==> src/rtl/sram_port_arbiter.sv <==
// Two-port round-robin front end for a single-port SRAM macro.
// After reset or a reinit request, every entry is cleared to zero, one
// entry per cycle. Two requesters then share the macro's single RW port.
// Reads return data one cycle after they are accepted.
module sram_port_arbiter #(
   parameter int DEPTH  = 64,
   parameter int ADDR_W = 6,
   parameter int DATA_W = 80,
   parameter int MASK_W = 4
) (
   input  logic              clock,
   input  logic              reset,
   input  logic              req0_valid,
   output logic              req0_ready,
   input  logic              req0_write,
   input  logic [ADDR_W-1:0] req0_addr,
   input  logic [DATA_W-1:0] req0_wdata,
   input  logic [MASK_W-1:0] req0_wmask,
   input  logic              req1_valid,
   output logic              req1_ready,
   input  logic              req1_write,
   input  logic [ADDR_W-1:0] req1_addr,
   input  logic [DATA_W-1:0] req1_wdata,
   input  logic [MASK_W-1:0] req1_wmask,
   output logic              resp0_valid,
   output logic              resp1_valid,
   output logic [DATA_W-1:0] resp_rdata,
   output logic              init_done,
   input  logic              reinit,
   output logic              ram_en,
   output logic              ram_wmode,
   output logic [ADDR_W-1:0] ram_addr,
   output logic [MASK_W-1:0] ram_wmask,
   output logic [DATA_W-1:0] ram_wdata,
   input  logic [DATA_W-1:0] ram_rdata
);

   typedef enum logic {
      INIT = 1'b0,
      RUN  = 1'b1
   } arbState_e;

   localparam logic [ADDR_W-1:0] LAST_ENTRY = ADDR_W'(DEPTH - 1);

   arbState_e         state;
   arbState_e         nextState;
   logic [ADDR_W-1:0] clearCount;
   logic [ADDR_W-1:0] nextClearCount;
   logic              favourReq1;
   logic              nextFavourReq1;
   logic              grant0;
   logic              grant1;
   logic              resp0Reg;
   logic              resp1Reg;

   // Architectural state. The clear counter, the round-robin priority bit
   // and the pending-read flags all live here. A read accepted this cycle
   // raises its response flag for exactly the following cycle. Reset drops
   // any response that is still in flight.
   always_ff @(posedge clock or posedge reset) begin
      if (reset) begin
         state      <= INIT;
         clearCount <= '0;
         favourReq1 <= 1'b0;
         resp0Reg   <= 1'b0;
         resp1Reg   <= 1'b0;
      end else begin
         state      <= nextState;
         clearCount <= nextClearCount;
         favourReq1 <= nextFavourReq1;
         resp0Reg   <= grant0 & ~req0_write;
         resp1Reg   <= grant1 & ~req1_write;
      end
   end

   // Next-state logic and macro command mux.
   // INIT writes zeros to one entry per cycle and hands over to RUN after
   // the last entry. The INIT drive is gated by reset so that the macro
   // stays idle while reset is held.
   // In RUN, a lone requester always wins. When both requesters are valid,
   // the one not served most recently wins. The winner's fields go straight
   // to the macro in the same cycle. A reinit request blocks all grants and
   // restarts the clear sequence.
   always_comb begin
      nextState      = state;
      nextClearCount = clearCount;
      nextFavourReq1 = favourReq1;
      grant0         = 1'b0;
      grant1         = 1'b0;
      ram_en         = 1'b0;
      ram_wmode      = 1'b0;
      ram_addr       = '0;
      ram_wmask      = '0;
      ram_wdata      = '0;
      case (state)
         INIT: begin
            if (!reset) begin
               ram_en    = 1'b1;
               ram_wmode = 1'b1;
               ram_addr  = clearCount;
               ram_wmask = '1;
               ram_wdata = '0;
            end
            if (clearCount == LAST_ENTRY) begin
               nextState      = RUN;
               nextClearCount = '0;
            end else begin
               nextClearCount = clearCount + ADDR_W'(1);
            end
         end
         RUN: begin
            if (reinit) begin
               nextState      = INIT;
               nextClearCount = '0;
            end else begin
               if (req0_valid && (!req1_valid || !favourReq1)) begin
                  grant0 = 1'b1;
               end else if (req1_valid) begin
                  grant1 = 1'b1;
               end
               if (grant0) begin
                  ram_en         = 1'b1;
                  ram_wmode      = req0_write;
                  ram_addr       = req0_addr;
                  ram_wmask      = req0_wmask;
                  ram_wdata      = req0_wdata;
                  nextFavourReq1 = 1'b1;
               end else if (grant1) begin
                  ram_en         = 1'b1;
                  ram_wmode      = req1_write;
                  ram_addr       = req1_addr;
                  ram_wmask      = req1_wmask;
                  ram_wdata      = req1_wdata;
                  nextFavourReq1 = 1'b0;
               end
            end
         end
         default: begin
            nextState      = INIT;
            nextClearCount = '0;
         end
      endcase
   end

   assign req0_ready  = grant0;
   assign req1_ready  = grant1;
   assign resp0_valid = resp0Reg;
   assign resp1_valid = resp1Reg;
   assign resp_rdata  = ram_rdata;
   assign init_done   = (state == RUN);

endmodule

==> config.mk <==
export PLATFORM = sky130hd
export DESIGN_NAME = sram_port_arbiter
export DESIGN_NICKNAME = d
export VERILOG_FILES = /design/src/rtl/sram_port_arbiter.sv
export SDC_FILE = /design/constraint.sdc
export NUM_CORES = 1
export LEC_CHECK = 0
export CORE_AREA = 2 2 174 176
export DETAILED_ROUTE_END_ITERATION = 10
export DIE_AREA = 0 0 176 178
export PLACE_DENSITY = 0.43
export SLEW_MARGIN = 20
export SYNTH_ARGS = -nofsm -noshare
export SYNTH_HDL_FRONTEND = slang
export SYNTH_SLANG_ARGS = --single-unit
export TNS_END_PERCENT = 20
==> constraint.sdc <==
create_clock -name clock -period 1.4 [get_ports clock]
set_input_delay 0.14 -clock clock [delete_from_list [all_inputs] [get_ports clock]]
set_output_delay 0.14 -clock clock [all_outputs]
set_load 0.03 [all_outputs]
# ---- Word level (Yosys, flattened, before mapping)
# Index checks and enable logic that the tools add are counted.
dict set report totals {
  output_inout_bits 177
  reg_bits 10
}
dict set report classes {
  addsub 1
  eq_ne 2
  reduce_logical 6
  bitwise_logic 6
  n_mux 42
}
# operator count
set ops {}
lappend ops {{$mux W80} 3}
lappend ops {{$pmux W80 S2} 1}
lappend ops {{$mux W6} 6}
lappend ops {{$pmux W6 S2} 2}
lappend ops {{$mux W1} 22}
lappend ops {{$mux W4} 4}
lappend ops {{$pmux W4 S2} 1}
lappend ops {{$add A6 B1 Y6 const B} 1}
lappend ops {{$eq A6 B6 Y1 const B} 1}
lappend ops {{$pmux W1 S2} 3}
lappend ops {{$not A1 Y1} 4}
lappend ops {{$reduce_and A3 Y1} 1}
lappend ops {{$and A1 B1 Y1} 2}
lappend ops {{$logic_not A1 Y1} 2}
lappend ops {{$ne A2 B2 Y1 const B} 1}
lappend ops {{$reduce_bool A2 Y1} 1}
lappend ops {{$logic_and A1 B1 Y1} 1}
lappend ops {{$logic_or A1 B1 Y1} 1}

# ---- Depth between registers and ports, before layout
# Gate-level depths: netlist of the first run.
dict set report depth {
  word_depth 10
  ltp_mapped 5
  depth_no_buf 4
}

# ---- Least setup slack after synthesis of the first run
# Ideal clock, no wire load.
dict set report synth_timing {
  path_kind {register to output}
  start {reg state (netlist: init_done)}
  end {out ram_wdata[71]}
  n_path_buf 1
  arrival_time_ns 1.541
  stages_incl_launch_ff 5
  path_slack_ns -0.281
  path_cell_list {dfrtp_1 > nor2b_4 > and3_1 > buf_2 > a22o_1}
}
dict set report synth_between {
  elab_chain_cells 2
}
# item line
set synth_rtl {}
lappend synth_rtl {{start, declared} 45} ;# arbState_e state;
lappend synth_rtl {{start signal, assigned} 68} ;# state <= nextState;
lappend synth_rtl {{$not A1 Y1} -}
lappend synth_rtl {{$pmux W80 S2 *} 95} ;# case (state)
lappend synth_rtl {{end, declared} 34} ;# output logic [DATA_W-1:0] ram_wdata,
# Mark *: on every way between the ends. The rest lies on a longest branch, timed or not.

# ---- Worst setup path after layout of the first run
dict set report layout_timing {
  start {reg state (netlist: init_done)}
  end {out ram_wdata[30]}
}
# Same word-level chain as after synthesis.

==> results of run 1 <==
-- routing by layer --
metal  up-vias  part of all wire (%)
li1       1345                     -
met3        24                    13
met2       206                    46
met5         -                     0
met1      1310                    39
met4         0                   1.8
-- Yosys cell counts, drive strengths merged --
master	instances	area (µm²)
buf	102	787
a22o	81	709
a221o	11	110
dfrtp	10	250
and2	6	37.5
nand2	6	22.5
nand3	6	30.0
nor2b	4	32.5
o21ai	4	20.0
a31oi	2	12.5
and3	2	17.5
clkbuf	2	7.51
inv	2	7.51
nor2	2	7.51
o31ai	2	15.0
a21oi	1	5.00
a22oi	1	7.51
ha	1	12.5
nand2b	1	6.26
nor3	1	5.00
o2111ai	1	8.76
or2	1	6.26
or3	1	6.26
or4	1	7.51
xnor2	1	8.76
-- power by group --
group          leakage [nW]  total (mW)  internal, mW  switching, mW
clock network        0.0442       0.571         0.430          0.141
logic                  2.14        2.16          1.25          0.905
registers             0.121       0.522         0.399          0.123
total                  2.30        3.25          2.08           1.17
-- registers in the layout, indices dropped and copies added (netlist names) --
register	cells
init_done	1
clearCount	6
resp1_valid	1
favourReq1	1
resp0_valid	1
-- what timing repair did --
action / in CTS / in global routing
hold buffers: 0 / 0
pin swaps: 25 / 10
gates resized for setup: 87 / 5
setup endpoints to repair: 95 / 95
-- final cells by class --
class                   instances  area share [%]
clock buffers                   4            1.59
inverters                       2           0.135
multi-input cells             136            22.0
flip-flops and latches         10            4.51
well taps                     390            8.75
repair buffers                332            63.0
-- kinds of logic after synthesis --
family | synth area share [%]
AND/OR/NAND/NOR | 8.36
flip-flops | 11.7
AO/OA/AOI/OAI | 41.5
XOR/XNOR | 0.409
buffers and inverters | 37.5
adder cells (fa/ha/maj) | 0.584
-- metrics by stage --
stage	setup WS, ns	hold slack, ns
3_5_place_dp	-0.377	0.280
6_report	-0.438	0.268
5_1_grt	-0.495	0.280
3_3_place_gp	-0.388	0.280
2_1_floorplan	-0.131	-0.0199
4_1_cts	-0.453	0.280
-- worst max-delay path, cell delays in order (launching register included) --
cell and delay, ns:
dfrtp_2 0.42, nor2b_4 0.14, and3_4 0.17, buf_12 0.16
buf_12 0.15, a22o_1 0.25, buf_6 0.14
-- worst min-delay path by stage --
stage | end | slack [ns] | cells past startpoint
2_1_floorplan | clearCount[0]$_DFFE_PP0P_ | -0.02 | 1
5_1_grt | resp_rdata[55] | 0.28 | 0
3_3_place_gp | resp_rdata[14] | 0.28 | 0
6_report | clearCount[3]$_DFFE_PP0P_ | 0.27 | 2
4_1_cts | clearCount[3]$_DFFE_PP0P_ | 0.28 | 2
3_5_place_dp | resp_rdata[14] | 0.28 | 0
==> impl_metrics.yaml, run 1 <==
placed_design:
  dpl_cell_area_um2: 5140
  dp_cells: 870
  port_buffers: 283
  dp_hpwl_um: 10400
  finalWeightedCongestion: 0.689
layout:
  multi_input_area_um2: 1230
  antenna_cells: 0
  drive_above_1_share_pct: 37.6
  post-route-util_pct: 19.0
  register_area_um2: 251
  nets: 753
  area_delta_synth_final_pct: 161
  final_cell_mix: "187 x clkdlybuf4s50_1, 86 x buf_6, 60 x a22o_1, 39 x buf_4, 18 x buf_12"
  final_cells: 874
  final_common_cell: "clkdlybuf4s50_1"
  finalInstanceArea_um2: 5580
  num-fill-cells: 3267
synth:
  synth-seq-cells: 10
  ys_warn_count: 0
  netlist_instances: 252
  syn_area_per_cell_um2: 8.50
  netlist-cell-type-count: 29
  synth_fp_nets: 520
  netlist_area_um2: 2140
  seq_area_frac_synth_pct: 11.7
power:
  leakage_nw: 2.30
  power_mw: 3.25
  p_per_area_nw_per_um2: 583
  vdd_ir_drop_max_mv: 0.360
die:
  initial_utilization_pct: 7.28
  die-area_um2: 31300
  die_width_um: 176
  die-height_um: 178
  ios: 444
  core_area_um2: 29400
  rows: 63
cts:
  cts.reportedPaths.clkPinSlew_ns: 0.04
  tritoncts: "done"
  cts_sinks: 10
  cts_max_level: 1
  cts_buffers: 3
  cts_buffer_depth: 2
  worstSkewPairLatency_ns: 0.23
  clock-root-buffer: "clkbuf_16"
  post_cts_buffers: 0
outcome:
  violations: "setup timing"
  run_status: "complete, but fails checks"
timing:
  fin_ws_ns: -0.438
  finalCriticalPeriod_ns: 1.84
  worst_pin_slew_ns: 0.446
  skew_ns: 0.00214
  fin_crit_sh_pct: 131
  maxSlewViolCount: 0
  finalSetupViolCount: 94
  hold_viol_final: 0
  rsz0062_at_grt: "yes"
  tns_ns: -34.95
  slew_headroom_pct: 70.3
  fmax_ghz: 0.544
critical_path:
  path_class: "flip-flop to output port"
  endpoint_kind: "output port"
  required_ns: 1.26
  ff2ff_setup_slack_ns: 0.11
  reg2reg_from: "init_done$_DFF_PP0_"
  worstReg2RegEnd: "resp0_valid$_DFF_PP0_"
  start_kind: "flip-flop"
  crit_end: "ram_wdata[30]"
  startpoint: "init_done$_DFF_PP0_"
  crit_fanout: 23
  rr_worst_depth: 5
  cp.arrival_ns: 1.70
route:
  post-route-drc-count: 0
  firstDrtPassIters: 4
  routed_wl_um: 12400
  drt_iter0_markers: 47
  postRouteAntennaNets: 0
  via_count: 2885
  drt-vias-per-instance: 3.30
  wl_per_cell_um: 14.2
min_path:
  hold_class: "input pin to async pin"
grt:
  grt_antenna_before_repair: 1
  grt_start_max_net_pins: 33
  overflow: 0
  grt_pass1_wl_um: 17100
  use_met1_pct: 8.11
  use_met2_pct: 11.6
  grt.total_usage_pct: 7.00
  grt_busiest_layer: "met2"
  grt_pass1_vias: 2926
  gr-usage-met3_pct: 3.56
flow_run:
  maxCapViolCount: 0
No activity file was read; power rests on OpenSTA's default activity.
==> inputs of run 2 (changes only) <==
Clock period 1.4 ns to 2 ns, I/O delays scaled along.
==> impl_metrics.yaml, run 2 (synthesis gave the netlist of run 1 again) <==
placed_design:
  port_buffers: 283
  dp_cells: 841
  dp_hpwl_um: 10800
  dpl_cell_area_um2: 4740
  finalWeightedCongestion: 0.652
die:
  core_area_um2: 29400
  rows: 63
  ios: 444
  initial_utilization_pct: 7.28
  die-height_um: 178
  die_width_um: 176
  die-area_um2: 31300
layout:
  final_cell_mix: "188 x clkdlybuf4s50_1, 103 x buf_4, 79 x a22o_1, 13 x buf_12, 11 x a221o_1"
  drive_above_1_share_pct: 27.7
  num-fill-cells: 3296
  finalInstanceArea_um2: 4900
  largest_reg_flops: 6
  nets: 727
  top_register: "clearCount"
  final_common_cell: "clkdlybuf4s50_1"
  area_delta_synth_final_pct: 129
  final_cells: 848
  antenna_cells: 0
route:
  postRouteAntennaNets: 0
  firstDrtPassIters: 4
  wl_per_cell_um: 15.2
  via_count: 2773
  drt-vias-per-instance: 3.27
  routed_wl_um: 12900
  post-route-drc-count: 0
  drt_iter0_markers: 97
power:
  leakage_nw: 2.00
  p_sw_share_pct: 37.0
  p_per_area_nw_per_um2: 428
  internal_power_mw: 1.32
  seqPwrFrac_pct: 18.0
  p_comb_share_pct: 63.1
  p_switching_uw: 776
  vdd_ir_drop_max_mv: 0.183
  power_frac_clock_pct: 19.0
timing:
  finalCriticalPeriod_ns: 1.95
  hold_viol_final: 0
  maxSlewViolCount: 0
  skew_ns: 0.00452
  rsz0062_at_grt: "no"
  finalSetupViolCount: 0
  fin_crit_sh_pct: 97.6
  fmax_ghz: 0.512
  slew_headroom_pct: 69.8
  worst_pin_slew_ns: 0.453
cts:
  cts_buffer_depth: 2
  cts.reportedPaths.clkPinSlew_ns: 0.04
  worstSkewPairLatency_ns: 0.24
  cts_buffers: 3
  cts_sinks: 10
  cts_max_level: 1
  tritoncts: "done"
  hold_buffers: 0
  clock-root-buffer: "clkbuf_16"
grt:
  use_met1_pct: 8.42
  grt_start_max_net_pins: 36
  grt.total_usage_pct: 6.88
  grt_pass1_vias: 2604
  use_met2_pct: 10.8
  gr-usage-met3_pct: 3.73
  grt_busiest_layer: "met2"
  grt_pass1_wl_um: 16400
  overflow: 0
  grt_antenna_before_repair: 0
critical_path:
  start_kind: "flip-flop"
  cp_slowest_cell: "a221o_1"
  cp_num_buf_inv: 2
  crit_chain: "nor2b_4, and3_4, buf_12, a221o_1, buf_12"
  cp.arrival_ns: 1.75
  required_ns: 1.80
  crit_path_frequent_cell: "buf_12"
  path_class: "flip-flop to output port"
  cpPeakStageDelay_ns: 0.41
  path_delay_family: "compound AO/OA/AOI/OAI gates"
  crit_fanout: 34
  endpoint_kind: "output port"
min_path:
  hold_class: "input pin to flip-flop"
outcome:
  run_status: "finished clean"
flow_run:
  maxCapViolCount: 0
==> run 2: cell types whose count changed in the layout (fill, tap and decap cells not counted), moves of 9 or more <==
cell,before,now
a22o_1,60,79
a22o_2,9,0
a22o_4,12,2
buf_4,39,103
buf_6,86,0
==> run 2: worst paths after layout <==
| path | cells after the start | slack (ns) | start | endpoint |
|---|---|---|---|---|
| worst min-delay path | 2 | 0.28 | req1_valid | favourReq1$_DFFE_PP0P_ |
| worst max register to register | 4 | 0.67 | clearCount[0]$_DFFE_PP0P_ | init_done$_DFF_PP0_ |
| max in group asynchronous | 2 | 1.34 | reset | resp1_valid$_DFF_PP0_ |
| min in group asynchronous | 2 | 0.35 | reset | clearCount[0]$_DFFE_PP0P_ |
| worst min register to register | 1 | 0.51 | clearCount[4]$_DFFE_PP0P_ | clearCount[4]$_DFFE_PP0P_ |
| worst max-delay path | 5 | 0.05 | init_done$_DFF_PP0_ | ram_wmask[3] |
==> run 2: repair_timing <==
item,CTS,global route
cloned,0,1
endpoints found under the hold margin,0,0
pin swaps,0,1
resized for setup,2,1
buffers inserted,0,2
setup endpoints to repair,2,45
==> run 2: metal layers <==
metal,vias to the layer above,wire [µm]
met2,225,5780
met3,8,1910
met1,1249,5120
met5,-,0
li1,1291,-
met4,0,68
==> run 2: area by class of cell <==
class / count / area (µm²) / area share (%)
inverter: 2 / 7.51 / 0.153
tap: 390 / 488 / 9.96
sequential: 10 / 250 / 5.11
clock buffer: 4 / 88.8 / 1.81
multi-input combinational: 136 / 1110 / 22.7
timing repair buffer: 306 / 2950 / 60.3
==> run 2: power by group through the flow <==
stage / logic (mW) / clock network, mW / registers (mW)
after floorplan: 0.952 / 0 / 0.341
after global placement: 1.32 / 0 / 0.378
after detailed placement: 1.32 / 0 / 0.380
after CTS: 1.33 / 0.403 / 0.379
after global routing: 1.42 / 0.415 / 0.398
final: 1.32 / 0.397 / 0.376
==> run 2: stage by stage <==
step | hold WS [ns] | power, mW | setup WS, ns | util (%) | TNS (ns)
floorplan | 0.0402 | 1.29 | 0.259 | - | 0
global placement | 0.400 | 1.70 | 0.0218 | 16.1 | 0
detailed placement | 0.400 | 1.70 | -0.0120 | 16.1 | -0.0144
CTS | 0.357 | 2.11 | 0.0343 | 16.5 | 0
global route | 0.313 | 2.24 | 0.00157 | 16.7 | 0
finish | 0.277 | 2.09 | 0.0481 | 16.7 | 0
==> run 2: worst register-to-register path: cells and delay by family (launching register included) <==
family	cells	cell delay, ns
and+or+nand+nor	3	0.50
DFF	1	0.41
adders and majority gates	1	0.28
